File: src/rtl/calc_seq_ctrl.sv
// Keypad sequencer for the calculator: builds operand A, operator and operand B
// from key strobes, runs one execute cycle, then latches or rejects the ALU result.
module calc_seq_ctrl #(
  parameter int DW         = 10,
  parameter int RW         = 14,
  parameter int MAX_DIGITS = 3,
  parameter int RES_MAX    = 9999
) (
  input  logic          clk,
  input  logic          rst_n,
  input  logic          key_valid,
  input  logic [4:0]    key_code,
  output logic          key_ready,
  input  logic [RW-1:0] alu_res,
  output logic [DW-1:0] a,
  output logic [DW-1:0] b,
  output logic [2:0]    op,
  output logic [RW-1:0] result,
  output logic [1:0]    show_sel,
  output logic          err
);

  localparam int CW        = $clog2(MAX_DIGITS + 1);
  localparam int CHAIN_MAX = (10 ** MAX_DIGITS) - 1;

  localparam logic [2:0] ST_ENT_A = 3'd0;
  localparam logic [2:0] ST_ENT_B = 3'd1;
  localparam logic [2:0] ST_EXEC  = 3'd2;
  localparam logic [2:0] ST_SHOW  = 3'd3;
  localparam logic [2:0] ST_ERR   = 3'd4;

  logic [2:0]    state_q, state_d;
  logic [DW-1:0] a_q, a_d;
  logic [DW-1:0] b_q, b_d;
  logic [2:0]    op_q, op_d;
  logic [RW-1:0] result_q, result_d;
  logic [CW-1:0] cnt_q, cnt_d;

  logic          accept;
  logic          is_digit, is_op, is_eq, is_clr;
  logic          room;
  logic [DW-1:0] digit_val;

  assign key_ready = (state_q != ST_EXEC);
  assign accept    = key_valid & key_ready;
  assign is_digit  = (key_code <= 5'd9);
  assign is_op     = (key_code[4:3] == 2'b10);
  assign is_eq     = (key_code == 5'd24);
  assign is_clr    = (key_code == 5'd25);
  assign digit_val = DW'(key_code[3:0]);
  assign room      = (cnt_q < CW'(MAX_DIGITS));

  always_comb begin
    state_d  = state_q;
    a_d      = a_q;
    b_d      = b_q;
    op_d     = op_q;
    result_d = result_q;
    cnt_d    = cnt_q;

    if (state_q == ST_EXEC) begin
      // Keys are not accepted here; only the ALU verdict matters.
      if (alu_res <= RW'(RES_MAX)) begin
        result_d = alu_res;
        state_d  = ST_SHOW;
      end else begin
        result_d = '0;
        state_d  = ST_ERR;
      end
    end else if (accept && is_clr) begin
      state_d  = ST_ENT_A;
      a_d      = '0;
      b_d      = '0;
      op_d     = '0;
      result_d = '0;
      cnt_d    = '0;
    end else if (accept) begin
      case (state_q)
        ST_ENT_A: begin
          if (is_digit && room) begin
            a_d   = a_q * DW'(10) + digit_val;
            cnt_d = cnt_q + CW'(1);
          end else if (is_op) begin
            op_d    = key_code[2:0];
            b_d     = '0;
            cnt_d   = '0;
            state_d = ST_ENT_B;
          end
        end
        ST_ENT_B: begin
          if (is_digit && room) begin
            b_d   = b_q * DW'(10) + digit_val;
            cnt_d = cnt_q + CW'(1);
          end else if (is_op && (cnt_q == '0)) begin
            op_d = key_code[2:0];
          end else if (is_eq && (cnt_q != '0)) begin
            state_d = ST_EXEC;
          end
        end
        ST_SHOW: begin
          if (is_digit) begin
            a_d     = digit_val;
            b_d     = '0;
            cnt_d   = CW'(1);
            state_d = ST_ENT_A;
          end else if (is_op) begin
            // Chaining only works if the result still fits an operand.
            if (result_q <= RW'(CHAIN_MAX)) begin
              a_d     = result_q[DW-1:0];
              op_d    = key_code[2:0];
              b_d     = '0;
              cnt_d   = '0;
              state_d = ST_ENT_B;
            end else begin
              state_d = ST_ERR;
            end
          end
        end
        default: ;
      endcase
    end
  end

  always_ff @(posedge clk or negedge rst_n) begin
    if (!rst_n) begin
      state_q  <= ST_ENT_A;
      a_q      <= '0;
      b_q      <= '0;
      op_q     <= '0;
      result_q <= '0;
      cnt_q    <= '0;
    end else begin
      state_q  <= state_d;
      a_q      <= a_d;
      b_q      <= b_d;
      op_q     <= op_d;
      result_q <= result_d;
      cnt_q    <= cnt_d;
    end
  end

  always_comb begin
    case (state_q)
      ST_ENT_A: show_sel = 2'd0;
      ST_ENT_B: show_sel = 2'd1;
      ST_EXEC:  show_sel = 2'd1;
      ST_SHOW:  show_sel = 2'd2;
      default:  show_sel = 2'd3;
    endcase
  end

  assign err    = (state_q == ST_ERR);
  assign a      = a_q;
  assign b      = b_q;
  assign op     = op_q;
  assign result = result_q;

endmodule

File: config.mk
export PLATFORM = sky130hd
export DESIGN_NAME = calc_seq_ctrl
export DESIGN_NICKNAME = d
export VERILOG_FILES = /design/src/rtl/calc_seq_ctrl.sv
export SDC_FILE = /design/constraint.sdc
export NUM_CORES = 1
export LEC_CHECK = 0
export BUFFER_PORTS_ARGS = -buffer_cell sky130_fd_sc_hd__buf_2
export CAP_MARGIN = 40
export CORE_MARGIN = 3
export CORE_UTILIZATION = 55
export CTS_BUF_LIST = sky130_fd_sc_hd__clkbuf_8
export DETAILED_ROUTE_END_ITERATION = 8
export GPL_TIMING_DRIVEN = 0
export HOLD_SLACK_MARGIN = 0.02
export PLACE_DENSITY = 0.8
export SYNTH_ARGS = -nofsm -noshare
export SYNTH_HDL_FRONTEND = slang
export SYNTH_SLANG_ARGS = --single-unit
File: constraint.sdc
create_clock -name clk -period 4.05 [get_ports clk]
set_clock_uncertainty 0.05 [all_clocks]
set_input_delay 1.0125 -clock clk [delete_from_list [all_inputs] [get_ports clk]]
set_output_delay 1.0125 -clock clk [all_outputs]
set_load 0.05 [all_outputs]
# After elaboration in Yosys (flattened, before gate mapping)
# Index checks and enable logic that the tools add are counted.
# word_totals
register_bits	42
inputBits	22
out_inout_bits	41
elab_cells	114
# op_classes
n_addsub	3
bitwise_logic	2
multipliers	2
n_lt_le_gt_ge	4
reduce_logical	19
eq_ne	26
mux	52
# ops
operator	n
two-way mux 10 bit	14
two-way mux 3 bit	21
two-way mux 14 bit	3
inequality test 4 bit (second input constant)	8
case mux 10 bit (3 select lines)	1
inequality test 3 bit (second input constant)	9
adder 10 x 4 -> 10 bit	2
multiplier 10 x 3 -> 9 bit (second input constant)	2
case mux 10 bit (2 select lines)	1
case mux 3 bit (3 select lines)	2
two-way mux 2 bit	8
AND reduction 8 bit	2
<= comparator 14 x 10 -> 1 bit (second input constant)	1
<= comparator 14 bit (second input constant)	1
case mux 2 bit (3 select lines)	2
equality test 5 bit (second input constant)	2
AND reduction 10 bit	1
AND reduction 7 bit	1
equality test 3 x 2 -> 1 bit (second input constant)	2
AND reduction 6 bit	1
nonzero test 2 bit	3
nonzero test 3 bit	2
<= comparator 5 x 4 -> 1 bit (second input constant)	1
inequality test 5 bit (second input constant)	1
14 further kinds	17

# Depth between registers and ports, before layout
# Gate-level depths: netlist (run 1).
# depth
ltp_word	9
depth_mapped	9
ltp_nobuf	9

# Worst setup path after synthesis (run 1)
# No wires, ideal clock.
# synth_timing
path_type	reg2reg
from	register b_q[1], in the netlist b[1]
to	register b_q[9], in the netlist b[9]
t_arrival_ps	3053
slack_ps	852
stages_incl_launch_ff	10
synth_period_minus_slack_ps	3198
setup_time_ps	95
path_cell_list	dfrtp_1 -> ha_1 -> ha_1 -> fa_1 -> a211oi_1 -> nor2_1 -> xnor2_1 -> or4_1 -> xnor3_1 -> o31ai_1
# synth_via
elab_chain_len	6
# synth_lines
element	line_no	text
start: declaration	34	logic [DW-1:0] b_q, b_d;
start signal: assignment	128	b_q <= '0;
start signal: assignment	135	b_q <= b_d;
multiplier 10 x 3 -> 9 bit	92	b_d = b_q * DW'(10) + digit_val;
adder 10 x 4 -> 10 bit	92	
two-way mux 10 bit	91	if (is_digit && room) begin
case mux 10 bit (3 select lines)	78	case (state_q)
two-way mux 10 bit	77	end else if (accept) begin
two-way mux 10 bit	70	end else if (accept && is_clr) begin
# No other way between the ends. The select of a mux whose other input is x is not followed.
# A chain may end at the register's enable or synchronous reset.

# Worst setup path after layout (run 1)
# Same ends and word-level chain as after synthesis.

==> impl_summary.log, run 1 <==
INFO  metric cp-endpoint = b[9]
INFO  metric hpwl = around 6100 um
INFO  metric slew-limit-headroom = 0.423
INFO  metric mapped_area = a little over 0.003 mm^2
INFO  metric pwr-share-comb = 0.671
INFO  metric clockPowerShare = 0.099
INFO  metric clkSlewWorstSetupHoldPaths = ~0.08 ns
INFO  metric synth-seq-cells = 42
INFO  metric fraction_of_synthesized_cell_area_taken_by_the_top_area_cell_type = 0.337
INFO  metric cts_root_buffer = sky130_fd_sc_hd__clkbuf_8
INFO  metric reg2reg_slack = between 0.8 and 0.9 ns
INFO  metric startpoint = b[1]
INFO  metric ys_async_sr_fraction = 1.00
INFO  metric max_cap_viol_count = 0
INFO  metric power_frac_seq = 0.230
INFO  metric grt_setup_unrepaired = no
INFO  metric ratio_of_cells_with_drive_above_1_in_the_final_layout = 0.229
INFO  metric yosys_warnings = 0
INFO  metric power_density = roughly 920 mW/mm^2
INFO  metric worst-endpoint-required = 4.19 ns
INFO  metric cts_hold_buf = 0
INFO  metric antenna_cells = 0
INFO  metric netlist-cell-type-count = 57
INFO  metric route.antenna.remaining_nets = 0
INFO  metric crit_chain = ha_1 -> ha_1 -> fa_1 -> a211oi_1 -> nor2_1 -> xnor2_1 -> or4_1 -> xnor3_1 -> o31ai_1
INFO  metric total_number_of_vias = around 2800
INFO  metric layout.cell_area.non_filler = roughly 0.0036 mm^2
INFO  metric die_y_extent = about 81 um
INFO  metric critical_path.endpoint_type = flop
INFO  metric tightest_slew = roughly 0.86 ns
INFO  metric layoutNonFillerInstCount = between 400 and 500
INFO  metric setup.worst_path.class = reg -> reg
INFO  metric worst-endpoint-arrival = between 3 and 4 ns
INFO  metric grt_pass1_wl = between 10000 and 15000 um
INFO  metric post_drt_via_cell_ratio = between 6 and 7
INFO  metric ys_dominant_reg_cell = sky130_fd_sc_hd__dfrtp_1
INFO  metric drt_drc_violations_left = 0
INFO  metric insertion_delay = 0.29 ns
INFO  metric placedCellCount = 459
INFO  metric final.setup.tns = 0 ns
INFO  metric port-buffer-count = 60
INFO  metric p_leak = about 1.8 nW
INFO  metric routed_wl = about 7800 um
INFO  metric synth_edf_count = 0
INFO  metric reg2reg_depth = 9
INFO  metric globalRouteOverflowTotal = 0
INFO  metric regToRegStartpoint = b[1]
INFO  metric pin_count_of_the_biggest_net_entering_global_routing = 24
INFO  metric timing.final.crit_share = 0.779
INFO  metric timing.final.crit_period = between 3 and 4 ns
INFO  metric cell_repeated_most_along_the_worst_path = sky130_fd_sc_hd__ha_1
INFO  metric floorplan.io_pins = 63
INFO  metric worstPathMaxFanout = 5
INFO  metric seqCellArea = 0.00105 mm^2
INFO  metric timing.critical_path.slowest_cell_delay = between 0.4 and 0.5 ns
INFO  metric irDropWorstVdd = 0.496 mV
INFO  metric clockBufferDepth = 2
INFO  metric fmaxAchievable = 0.317 GHz
INFO  metric tritoncts = yes
INFO  metric regToRegEndpoint = b[9]
INFO  metric placeableCoreArea = 0.00530 mm^2
INFO  metric cts.repair_timing.setup_buffer_count = 0
INFO  metric multi_input_comb_area = roughly 0.0019 mm^2
INFO  metric cts-resized-gates = 0
INFO  metric syn_inst = approximately 330
INFO  metric die_width = ~81 um
INFO  metric cts_max_level = 2
INFO  metric switchingPower = 1.80 mW
INFO  metric die_area = between 0.006 and 0.007 mm^2
INFO  metric cts_buffers = 5
INFO  metric finalPower = between 3 and 4 mW
INFO  metric router_iterations_before_antenna_repair = 4
INFO  metric detailed_router_s_first_iteration_violation_count = approximately 190
INFO  metric setup.worst_path.start_class = flop
INFO  metric gpl.final_weighted_congestion = between 0.8 and 0.9
INFO  metric timing.final.hold_violations = 0
INFO  metric number_of_antenna_violations_at_the_first_check_in_global_routing = 0
INFO  metric most_common_cell_in_the_synthesized_netlist = sky130_fd_sc_hd__dfrtp_1
INFO  metric yosysTopAreaCell = sky130_fd_sc_hd__dfrtp_1
INFO  metric post_drt_wl_per_cell = about 17 um
INFO  metric globalRouteTotalUtil = 0.253
INFO  metric synth.net_count = 384
INFO  metric internal-power = ~1.5 mW
INFO  metric rows = 26
INFO  metric outcome = complete, no violations
INFO  metric syn2layout_area_growth = 16.8%
INFO  metric dpl-instance-area = ~0.0035 mm^2
INFO  metric power_switching_share = 0.540
INFO  metric timing.final.max_slew_violations = 0
INFO  metric first_global_vias = ~2800
INFO  metric synth.area.top_cells = sky130_fd_sc_hd__dfrtp_1 34%, sky130_fd_sc_hd__ha_1 12%, sky130_fd_sc_hd__a22o_1 4.8%, sky130_fd_sc_hd__nand2_1 4.6%, sky130_fd_sc_hd__a21oi_1 3.2%
INFO  metric fill_cells = between 400 and 500
INFO  metric ys_seq_area_frac = 0.337
INFO  metric cts.sink_count = 42
INFO  metric synth_common_cells = 42 x sky130_fd_sc_hd__dfrtp_1, 38 x sky130_fd_sc_hd__nand2_1, 30 x sky130_fd_sc_hd__ha_1
INFO  metric worstHoldPathType = reg -> reg
INFO  metric avgSynthCellArea = 9.50 um^2
INFO  metric final-setup-viol-count = 0
INFO  metric layout.nets = ~450
INFO  metric floorplan.initialDensity = 0.588
INFO  metric cpMaxStageDelayCell = sky130_fd_sc_hd__or4_1
==> final cells by class <==
cell class	instances	area share
inverter	8	0.00825
buffer	14	0.0234
multi-input combinational	264	0.536
clock inverter	3	0.0110
sequential	42	0.289
clock buffer	5	0.0189
tap	70	0.0241
timing repair buffer	61	0.0901
==> cell families after synthesis <==
family                   after synthesis  synth area share
AO/OA/AOI/OAI                        101             0.233
XOR/XNOR                              21            0.0635
adder cells (fa/ha/maj)               34             0.146
buffers and inverters                 22            0.0369
flip-flops                            42             0.337
multiplexers                           5            0.0165
AND/OR/NAND/NOR                      103             0.167
==> how the worst min path moves through the flow <==
stage	start	to	slack, ns	cells after the start
2_1_floorplan	cnt_q[1]	cnt_q[1]	0.45	1
3_3_place_gp	op[2]	op[2]	0.41	2
3_5_place_dp	op[2]	op[2]	0.42	2
4_1_cts	op[2]	op[2]	0.43	2
5_1_grt	a[7]	a[7]	0.49	2
6_report	op[2]	op[2]	0.43	2
==> per-stage QoR <==
stage               hold WS (ns)  setup WS, ns   util
floorplan                  0.450         0.852      -
global placement           0.407         0.981  0.661
detailed placement         0.415         0.906  0.666
CTS                        0.434         0.887  0.686
global route               0.486         0.793  0.686
finish                     0.429         0.896  0.686
==> sequential cells by signal, summed over array words and instances (netlist names) <==
signal   count
state_q      3
b           10
cnt_q        2
a           10
result      14
op           3
==> power groups by stage <==
stage	Clock [mW]	Combinational [mW]	Sequential (mW)
2_1_floorplan	0	1.24	1.24
3_3_place_gp	0	2.16	0.765
3_5_place_dp	0	2.22	0.773
4_1_cts	0.333	2.24	0.766
5_1_grt	0.350	2.46	0.794
6_report	0.331	2.24	0.766
==> placed cells by master (no fill, tap or decap), types with 3 or more instances in the layout <==
cell type,count
sky130_fd_sc_hd__xnor2_1,10
sky130_fd_sc_hd__o21ai_0,11
sky130_fd_sc_hd__nor3_1,3
sky130_fd_sc_hd__a21oi_1,20
sky130_fd_sc_hd__nand2_1,38
sky130_fd_sc_hd__and2_1,4
sky130_fd_sc_hd__a211oi_1,3
sky130_fd_sc_hd__clkbuf_8,5
sky130_fd_sc_hd__nand4_1,5
sky130_fd_sc_hd__o21ai_1,6
sky130_fd_sc_hd__nand2b_1,5
sky130_fd_sc_hd__nand3b_1,4
sky130_fd_sc_hd__buf_2,62
sky130_fd_sc_hd__a22o_1,17
sky130_fd_sc_hd__a21o_1,7
sky130_fd_sc_hd__o21bai_1,3
sky130_fd_sc_hd__buf_6,3
sky130_fd_sc_hd__o31ai_1,11
sky130_fd_sc_hd__nand3_1,6
sky130_fd_sc_hd__fa_1,4
sky130_fd_sc_hd__clkbuf_1,7
sky130_fd_sc_hd__dfrtp_1,42
sky130_fd_sc_hd__mux2i_1,4
sky130_fd_sc_hd__ha_1,30
sky130_fd_sc_hd__inv_1,6
sky130_fd_sc_hd__nor2_1,23
sky130_fd_sc_hd__xor2_1,10
==> worst max-delay path, delay by kind of cell, from the launching register on <==
kind,cells,cell delay [ns]
compound gates,2,0.50
simple gates,2,0.57
xor+xnor,2,0.53
flops,1,0.45
fa+ha+maj,3,0.95
==> metal layers <==
| layer | GRT usage | wire [um] |
|---|---|---|
| met3 | 0.0499 | 576 |
| met1 | 0.348 | 3430 |
| met4 | 0.0693 | 81 |
| met5 | 0 | 0 |
| met2 | 0.406 | 3720 |
Power figures use the tool's default switching activity.
==> inputs of run 2 (changes only) <==
Settings changed: CORE_UTILIZATION 55 to 52, PLACE_DENSITY 0.8 to 0.79.
Clock period 4.05 ns to 2.76 ns, I/O delays scaled along.
==> run 2 against run 1 <==
Compared with the run above: power is 48% higher; first-iteration DRC count is 5.9% higher; global-route usage is 2.5 points lower; fmax is 17% higher; sequential share of layout area is 0.50 points lower; largest cell class unchanged; highest routed layer unchanged.
==> impl_summary.log, run 2 (synthesis gave the netlist of run 1 again) <==
INFO  metric floorplan.io_pins = 63
INFO  metric layout.nets = roughly 460
INFO  metric die_width = roughly 83 um
INFO  metric gpl.final_weighted_congestion = about 0.8
INFO  metric cp-endpoint = b[9]
INFO  metric cts_max_level = 2
INFO  metric outcome = complete, no violations
INFO  metric globalRouteTotalUtil = 0.228
INFO  metric worstPathMaxFanout = 4
INFO  metric layout.cells.most_common_list = 62 x sky130_fd_sc_hd__buf_2, 38 x sky130_fd_sc_hd__nand2_1, 36 x sky130_fd_sc_hd__dfrtp_1, 27 x sky130_fd_sc_hd__ha_1, 23 x sky130_fd_sc_hd__nor2_1
INFO  metric timing.final.crit_share = 0.974
INFO  metric hpwl = 6000 um
INFO  metric max_cap_viol_count = 0
INFO  metric globalRouteOverflowTotal = 0
INFO  metric grt_setup_unrepaired = yes
INFO  metric timing.final.crit_period = between 2 and 3 ns
INFO  metric antenna_cells = 0
INFO  metric layout_commonest_cell = sky130_fd_sc_hd__buf_2
INFO  metric post_drt_wl_per_cell = around 16 um
INFO  metric insertion_delay = 0.30 ns
INFO  metric final-setup-viol-count = 0
INFO  metric setup.worst_path.start_class = flop
INFO  metric clkSlewWorstSetupHoldPaths = 0.09 ns
INFO  metric placedCellCount = roughly 460
INFO  metric pin_count_of_the_biggest_net_entering_global_routing = 24
INFO  metric reg2reg_slack = roughly 0.071 ns
INFO  metric slew-limit-headroom = 0.411
INFO  metric first_global_vias = slightly below 3000
INFO  metric dpl-instance-area = about 0.0036 mm^2
INFO  metric routed_wl = between 7000 and 8000 um
INFO  metric detailed_router_s_first_iteration_violation_count = around 200
INFO  metric rows = 27
INFO  metric post_drt_via_cell_ratio = roughly 6.0
INFO  metric critical_path.endpoint_type = flop
INFO  metric post-place-ws = -0.0275 ns
INFO  metric number_of_flip_flops_under_the_largest_register_name = 14
INFO  metric route.antenna.remaining_nets = 0
INFO  metric timing.final.max_slew_violations = 0
INFO  metric ratio_of_cells_with_drive_above_1_in_the_final_layout = 0.280
INFO  metric die_area = slightly below 0.007 mm^2
INFO  metric layout.cell_area.non_filler = between 0.003 and 0.004 mm^2
INFO  metric worst-endpoint-arrival = approximately 2.8 ns
INFO  metric worst-endpoint-required = between 2 and 3 ns
INFO  metric grt_pass1_wl = about 13000 um
INFO  metric number_of_antenna_violations_at_the_first_check_in_global_routing = 0
INFO  metric startpoint = b[3]
INFO  metric layoutNonFillerInstCount = approximately 470
INFO  metric reg2reg_depth = 9
INFO  metric regToRegEndpoint = b[9]
INFO  metric floorplan.initialDensity = 0.552
INFO  metric finalWorstSetupSlack = a little over 0.07 ns
INFO  metric clockBufferDepth = 2
INFO  metric irDropWorstVdd = roughly 0.64 mV
INFO  metric cts.sink_count = 42
INFO  metric power_density = roughly 1300 mW/mm^2
INFO  metric router_iterations_before_antenna_repair = 5
INFO  metric final.setup.tns = 0 ns
INFO  metric port-buffer-count = 60
INFO  metric placeableCoreArea = about 0.0056 mm^2
INFO  metric fmaxAchievable = roughly 0.37 GHz
INFO  metric die_y_extent = ~83 um
INFO  metric syn2layout_area_growth = 19.7%
INFO  metric regToRegStartpoint = b[3]
INFO  metric timing.final.hold_violations = 0
INFO  metric drt_drc_violations_left = 0
INFO  metric p_leak = between 1.5 and 2 nW
INFO  metric worstHoldPathType = in -> async
INFO  metric setup.worst_path.class = reg -> reg
INFO  metric tritoncts = yes
INFO  metric cts_root_buffer = sky130_fd_sc_hd__clkbuf_8
INFO  metric tightest_slew = ~0.88 ns
INFO  metric cts_buffers = 5
INFO  metric total_number_of_vias = ~2800
==> run 2: changes by cell type in the layout (fill, tap and decap cells not counted), sizes merged <==
cell	before	now
buf	68	71
bufinv	1	0
clkinvlp	0	1
==> run 2: stage by stage <==
step | utilization | hold WS, ns | power [mW]
CTS | 0.650 | 0.305 | 4.84
floorplan | - | 0.344 | 3.67
global route | 0.661 | 0.314 | 5.33
global placement | 0.627 | 0.406 | 4.33
detailed placement | 0.631 | 0.424 | 4.41
finish | 0.661 | 0.285 | 4.93
==> run 2: routing by layer <==
layer  GRT usage  share of wire
met5           0              0
met4      0.0550          0.010
met3      0.0387          0.073
met2       0.383           0.47
met1       0.307           0.45
==> run 2: final cells by class <==
type / count / area, um^2
Tap cell: 72 / 90.1
Inverter: 8 / 30.0
Clock buffer: 5 / 68.8
Sequential cell: 42 / 1060
Fill cell: 462 / 1910
Multi-Input combinational cell: 264 / 2030
Clock inverter: 3 / 21.3
Timing Repair Buffer: 64 / 350
Buffer: 14 / 85.1
==> run 2: where the power goes <==
group | switching, mW | internal [mW]
clock | 0.221 | 0.178
combinational | 2.20 | 1.20
sequential | 0.258 | 0.873
==> run 2: timing repair <==
item / in CTS / in global routing
buffers inserted: 1 / 2
setup endpoints to repair: 1 / 4
hold buffers: 0 / 0
resized for setup: 1 / 9
==> run 2: worst max-delay path: stages, from the launching register on <==
cell	delay, ns
sky130_fd_sc_hd__dfrtp_2	0.45
sky130_fd_sc_hd__ha_4	0.26
sky130_fd_sc_hd__ha_4	0.16
sky130_fd_sc_hd__fa_2	0.39
sky130_fd_sc_hd__a211oi_2	0.19
sky130_fd_sc_hd__nor2_1	0.08
sky130_fd_sc_hd__xnor2_1	0.14
sky130_fd_sc_hd__or4_1	0.48
sky130_fd_sc_hd__xnor3_1	0.20
sky130_fd_sc_hd__o31ai_1	0.21
==> run 2: worst min-delay path by stage <==
stage | to | slack [ns] | start
global route | a[3] | 0.31 | rst_n
detailed placement | op[0] | 0.42 | op[0]
floorplan | a[0] | 0.34 | rst_n
finish | a[3] | 0.29 | rst_n
CTS | op[2] | 0.31 | rst_n
global placement | op[2] | 0.41 | op[2]
